`src/rtl/mem_stage.sv`:
```
// mem_stage: pipeline MEM stage with load data wait FSM, lane extract and optional RF forwarding bus
//   clk, resetn (sync, active-low)
//   EX_to_MEM_BUS[75:0], EX_to_MEM_valid -> MEM_allowin
//   data_sram_data_ok, data_sram_rdata[31:0]  : load data return
//   MEM_to_WB_BUS[106:0], MEM_to_WB_valid <- WB_allowin
//   MEM_RF_BUS[37:0] : {dest, rfrom_mem, final_result}, live only when MEM_FWD_EN is defined
module mem_stage (
  input  logic         clk,
  input  logic         resetn,
  input  logic [75:0]  EX_to_MEM_BUS,
  input  logic         EX_to_MEM_valid,
  output logic         MEM_allowin,
  input  logic         data_sram_data_ok,
  input  logic [31:0]  data_sram_rdata,
  output logic [106:0] MEM_to_WB_BUS,
  output logic         MEM_to_WB_valid,
  input  logic         WB_allowin,
  output logic [37:0]  MEM_RF_BUS
);
  typedef enum logic [1:0] {IDLE, WAIT, DONE} state_t;
  state_t state, state_nxt;
  logic        mem_valid, mem_ready_go, accept, wait_ok;
  logic [75:0] bus_r;
  logic [31:0] buf_r, raw, mem_result;
  logic [31:0] pc, alu_result;
  logic        gr_we, rfrom_mem, mem_req;
  logic [4:0]  dest;
  logic [3:0]  load_op;
  logic [7:0]  lane_b;
  logic [15:0] lane_h;
  assign {pc, gr_we, dest, alu_result, load_op, rfrom_mem, mem_req} = bus_r;
  assign wait_ok         = state == WAIT && data_sram_data_ok;
  assign mem_ready_go    = !mem_req || state == DONE || wait_ok;
  assign MEM_allowin     = !mem_valid || (mem_ready_go && WB_allowin);
  assign MEM_to_WB_valid = mem_valid && mem_ready_go;
  assign accept          = EX_to_MEM_valid && MEM_allowin;
  always_comb begin
    state_nxt = (state == WAIT && !data_sram_data_ok) ? WAIT :
                (state != IDLE && !WB_allowin)        ? DONE :
                (accept && EX_to_MEM_BUS[0])          ? WAIT : IDLE;
  end
  always_ff @(posedge clk) begin
    if (!resetn) begin
      state     <= IDLE;
      mem_valid <= 1'b0;
      bus_r     <= '0;
      buf_r     <= '0;
    end else begin
      state <= state_nxt;
      if (MEM_allowin) mem_valid <= EX_to_MEM_valid;
      if (accept) bus_r <= EX_to_MEM_BUS;
      if (wait_ok) buf_r <= data_sram_rdata;
    end
  end
  // same-cycle data bypasses the buffer so a load leaves with zero extra latency
  assign raw    = wait_ok ? data_sram_rdata : buf_r;
  assign lane_b = raw[{alu_result[1:0], 3'b000} +: 8];
  assign lane_h = alu_result[1] ? raw[31:16] : raw[15:0];
  assign mem_result = load_op[1:0] == 2'b00 ? {{24{~load_op[2] & lane_b[7]}}, lane_b} :
                      load_op[1:0] == 2'b01 ? {{16{~load_op[2] & lane_h[15]}}, lane_h} : raw;
  assign MEM_to_WB_BUS = {pc, gr_we, dest, mem_result, alu_result, load_op, rfrom_mem};
`ifdef MEM_FWD_EN
  // rfrom_mem tells the decoder the value is a load result, so it stalls while data is pending
  logic [31:0] final_result;
  assign final_result = rfrom_mem ? mem_result : alu_result;
  assign MEM_RF_BUS   = {dest & {5{gr_we & mem_valid}}, rfrom_mem, final_result};
`else
  assign MEM_RF_BUS = 38'b0;
`endif
endmodule

```
`config.mk`:
```
export PLATFORM = sky130hd
export DESIGN_NAME = mem_stage
export DESIGN_NICKNAME = d
export VERILOG_FILES = /design/src/rtl/mem_stage.sv
export SDC_FILE = /design/constraint.sdc
export NUM_CORES = 1
export LEC_CHECK = 0
export ABC_AREA = 1
export BUFFER_PORTS_ARGS = -buffer_cell sky130_fd_sc_hd__buf_2
export CORE_UTILIZATION = 45
export CTS_CLUSTER_DIAMETER = 60
export DETAILED_ROUTE_END_ITERATION = 8
export PLACE_DENSITY = 0.77
export RECOVER_POWER = 25
export SYNTH_ARGS = -nofsm -noshare
export SYNTH_HDL_FRONTEND = slang
export SYNTH_SLANG_ARGS = --single-unit
```
`constraint.sdc`:
```
create_clock -name clk -period 3.13 [get_ports clk]
set_input_delay 0.1565 -clock clk [delete_from_list [all_inputs] [get_ports clk]]
set_output_delay 0.1565 -clock clk [all_outputs]
set_load 0.005 [all_outputs]
```
Word-level counts from Yosys, hierarchy flattened
Cells that the tools add are included.
{ "word_totals": {"ff_bits": 111, "input_bits": 113, "out_inout_bits": 147} }
{ "classes": {"n_eq_ne": 3, "shifts": 1, "muxes": 7, "n_bitwise": 4, "reduce_logical": 17} }
{ "ops": {"columns": ["op", "n"], "rows": [
  ["$mux 32", 3],
  ["$shiftx 32x6->8", 1],
  ["$mux 16", 1],
  ["$logic_and 1x1->1", 7],
  ["$eq 2x1->1 const B", 2],
  ["$logic_not 1->1", 4],
  ["$logic_or 1x1->1", 3],
  ["$and 1x1->1", 2],
  ["$eq 2x2->1 const B", 1],
  ["$logic_not 2->1", 1],
  ["$mux 1", 2],
  ["$mux 2", 1],
  ["$not 1->1", 2],
  ["$reduce_bool 2->1", 1],
  ["$reduce_or 2->1", 1]
]} }

Logic depth before layout (Yosys ltp)
{ "logic_depth": {"word_depth": 10, "ltp_mapped": 12} }

Worst setup path before layout
Ideal clock, no wire load.
{ "synth_timing": {"path_type": "register -> output", "from": "register state[0]", "to": "output MEM_to_WB_BUS[58]", "arrival_time_ns": 1.316, "required_ns": 2.974, "slack_ns": 1.657, "path_stages_with_launch": 11, "cell_sequence": "dfxtp_1 -> buf_4 -> nand3_2 -> buf_6 -> nand2_1 -> nand2_1 -> nand2_1 -> o21ai_4 -> buf_6 -> a21oi_1 -> nand2_1"} }
{ "synth_between": {"elab_chain_cells": 7, "word_cells_on_any_way": 9, "classes_between": "eq/ne: 1; shift: 1; mux: 4; bitwise: 2; reduce/logical: 1"} }
{ "synth_lines": {"columns": ["item", "line", "text"], "rows": [
  ["from (decl)", "21", "state_t state, state_nxt;"],
  ["from (signal assigned)", "49", "state <= state_nxt;"],
  ["$eq 2x1->1 *", "32", "assign wait_ok = state == WAIT && data_sram_data_ok;"],
  ["$logic_and 1x1->1 *", "32", null],
  ["$mux 32 *", null, null],
  ["parallel branches: the longest is 3 deep, another holds $shiftx 32x6->8", null, null],
  ["$mux 32 *", "59", "assign mem_result = load_op[1:0] == 2'b00 ? {{24{~load_op[2] & lane_b[7]}}, lane_b} :"],
  ["to (decl)", "15", "output logic [106:0] MEM_to_WB_BUS,"]
]} }
Mark *: on every way between the ends.

Final worst setup path
{ "layout_timing": {"from": "register bus_r[3]", "to": "output MEM_to_WB_BUS[52]"} }
{ "layout_between": {"elab_chain_cells": 3, "word_cells_on_any_way": 4, "classes_between": "eq/ne: 1; mux: 2; reduce/logical: 1"} }
{ "layout_lines": {"columns": ["item", "line", "text"], "rows": [
  ["from (decl)", "23", "logic [75:0] bus_r;"],
  ["from (signal assigned)", "51", "if (accept) bus_r <= EX_to_MEM_BUS;"],
  ["$eq 2x1->1", "60", "load_op[1:0] == 2'b01 ? {{16{~load_op[2] & lane_h[15]}}, lane_h} : raw;"],
  ["$mux 32", "60", null],
  ["$mux 32 *", "59", null]
]} }
Mark *: on every way between the ends. The rest lies on a longest branch, timed or not.

==> reports/results.txt <==
DR WL/cell - 13.2 microns
DP Area - 6310 sq um
worst vdd ir - 0.388 mV
global-route wire length before repair - 23200 microns
reg2reg start - state[0]
Port Buffers - 221
Avg Inst Size Synth - 7.04 sq um
Worst setup EP type - primary output
initial antenna violation count - 3
vias in the first global route - 4899
pre-CTS WS - 0.791 ns
Internal - 0.00254 W
Critical Path RT - 2.97 ns
crit-path max FO - 18
Setup Total Neg Slack - 0 ns
Gate power share - 17.7%
Clk pwr share - 37.7%
I/O pin cnt - 260
share of layout cells above drive strength 1 - 23.3%
row cnt - 41
switching share of power - 27.2%
YS warnings - 0
CORE AREA - 12700 sq um
gr ovfl total - 0
Setup crit start - bus_r[3]
leading area contributor after synthesis - dfxtp_1
Die Height - 117 microns
actual slew at the worst max-slew pin - 1.09 ns
Max Cap Viol - 0
Setup Fix Bufs, Post-CTS - 0
Hold Path Origin - EX_to_MEM_BUS[22]
insertion delay to the later sink of the worst-skew pair - 0.35 ns
Final Setup Violations - 0
DIE AREA - 13600 sq um
fin area - 6610 sq um
Clock transition at path regs - 0.07 ns
total CTS buffers - 9
Sequential Area - 2220 sq um
clock sinks - 111
initial core utilization - 46.6%
H-tree level count - 3
via/cell ratio - 4.89
RSZ-0062 raised after global routing - false
root buf cell - clkbuf_16
Fin. Hold Viols - 0
Rel. slew slack - 27.1%
# DRC - 0
worst hold-check path type - input port to register
Fill cells - 1382
P&R area growth vs syn - 11.5%
status - complete, no violations
Post-DP HPWL - 10700 microns
largest net degree at the start of global routing - 76
Fmax achieved - 364 MHz
Mapped Area - 5930 sq um
Synth area leaders - dfxtp_1 37%, buf_4 15%, nor2_1 13%
synth unique cells - 29
P_sw - 0.000947 W
Final WS setup - 0.385 ns
First-pass DRT Iterations - 7
DR iter-0 viols - 356
RePlAce Congestion - 0.885
total power draw - 0.00348 W
Flop pwr share - 44.6%
FF+latch count, synth - 111
Crit Path Category - register to primary output
post-route minimum period - 2.75 ns
Final Skew - 0.00589 ns
Critical Path AT - 2.59 ns
Post-Syn Instances - 843
CP startpoint kind - register
GRT Overall Usage - 22.0%
Final Cycle Share - 87.7%
Die X-Extent - 117 microns
PostCTS Resize Cnt - 0
Total Wirelength - 14900 microns
CTS tree - done
Routed Antenna Nets - 0
via count - 5541
Longest Clk Path Bufs - 2
cts hold-fix bufs - 0
Max Slew Vio Count - 0
Seq/Total Area, Yosys - 37.5%
power per cell area - 527 nW/um^2
post-synth top area share - 37.5%
Multi-input gate area - 2620 sq um
layout net count - 1067
leakage - 3.30 nW
[final timing paths]
kind,slack (ns),cells past startpoint,endpoint
setup / recovery,0.38,8,MEM_to_WB_BUS[52]
hold / removal,0.04,3,bus_r[22]
setup reg to reg,0.79,8,bus_r[59]
hold reg to reg,0.48,2,bus_r[48]
[cell usage after synthesis, drive strengths merged]
library cell	count
nand4	26
o211ai	7
clkinv	2
conb	1
nand2	119
o21a	7
nor3	2
buf	143
nand3	60
o21bai	1
and2	23
dfxtp	111
a31oi	1
a21oi	20
inv	19
nor2	201
clkbuf	22
o21ai	78
[final cells by class]
type                    instances  share of cell area [%]
flip-flops and latches        111                    33.6
clock buffers                   9                    3.41
clock inverters                 6                    1.74
multi-input cells             583                    39.6
well taps                     172                    3.25
diodes                          3                   0.114
repair buffers                228                    17.1
inverters                      21                    1.19
[power by group through the flow]
| stage | Sequential (W) | Clock, W | Combinational [W] |
|---|---|---|---|
| 3_5_place_dp | 0.00158 | 0 | 0.000627 |
| 5_1_grt | 0.00156 | 0.00140 | 0.000710 |
| 3_3_place_gp | 0.00158 | 0 | 0.000619 |
| 6_report | 0.00155 | 0.00131 | 0.000617 |
| 2_1_floorplan | 0.00157 | 0 | 0.000514 |
| 4_1_cts | 0.00155 | 0.00135 | 0.000629 |
[through the flow]
step	utilization, %	std cells	hold slack, ns
after floorplan	-	880	0.302
after global placement	49.6	1115	0.389
after detailed placement	49.6	1115	0.398
after CTS	52.2	1130	0.0287
after global routing	52.0	1132	0.0358
final	52.0	1133	0.0381
[critical path, cell delays in order (launching register included)]
cell and delay [ns]:
dfxtp_1 0.34, inv_2 0.26, nand2_1 0.19, nor2_4 0.37
inv_2 0.25, o21ai_4 0.47, o21ai_0 0.13, nand2_1 0.10
buf_2 0.13
[cells by family (layout without fill, tap and decap cells)]
kind of cell           after synthesis  count (layout)  share of synthesized area (%)
AOI/OAI and AO/OA                  114             114                           10.5
other                                1              41                         0.0632
and+or+nand+nor                    431             431                           31.3
DFF                                111             111                           37.5
buffers and inverters              186             264                           20.7
[registers in the layout (all words and copies together) (netlist names)]
register	cells
state	2
bus_r	76
buf_r	32
mem_valid	1
[per-layer routing]
metal	global-route usage (%)	routed length (microns)	vias up
met5	0	0	-
met4	11.5	471	0
met3	5.41	1260	39
met2	36.3	7120	249
met1	26.5	6100	2457
li1	-	-	2796
[cell usage in the layout, fill, tap and decap left out]
cell / n
nor2_1: 199
buf_2: 188
nand2_1: 116
dfxtp_1: 111
nand3_1: 58
o21ai_0: 50
conb_1: 38
clkbuf_1: 32
o21ai_1: 27
nand4_1: 26
and2_1: 23
a21oi_1: 20
inv_1: 14
clkbuf_16: 9
o21a_1: 7
o211ai_1: 7
buf_4: 6
inv_2: 5
diode_2: 3
bufinv_16: 3
nand3_2: 2
nand2_4: 2
clkinv_1: 2
nor3_1: 2
inv_6: 2
nand2_2: 1
nor2_2: 1
nor2_4: 1
o21ai_4: 1
a31oi_1: 1
o21bai_1: 1
clkinvlp_4: 1
buf_1: 1
buf_12: 1
No activity file was read; power rests on OpenSTA's default activity.
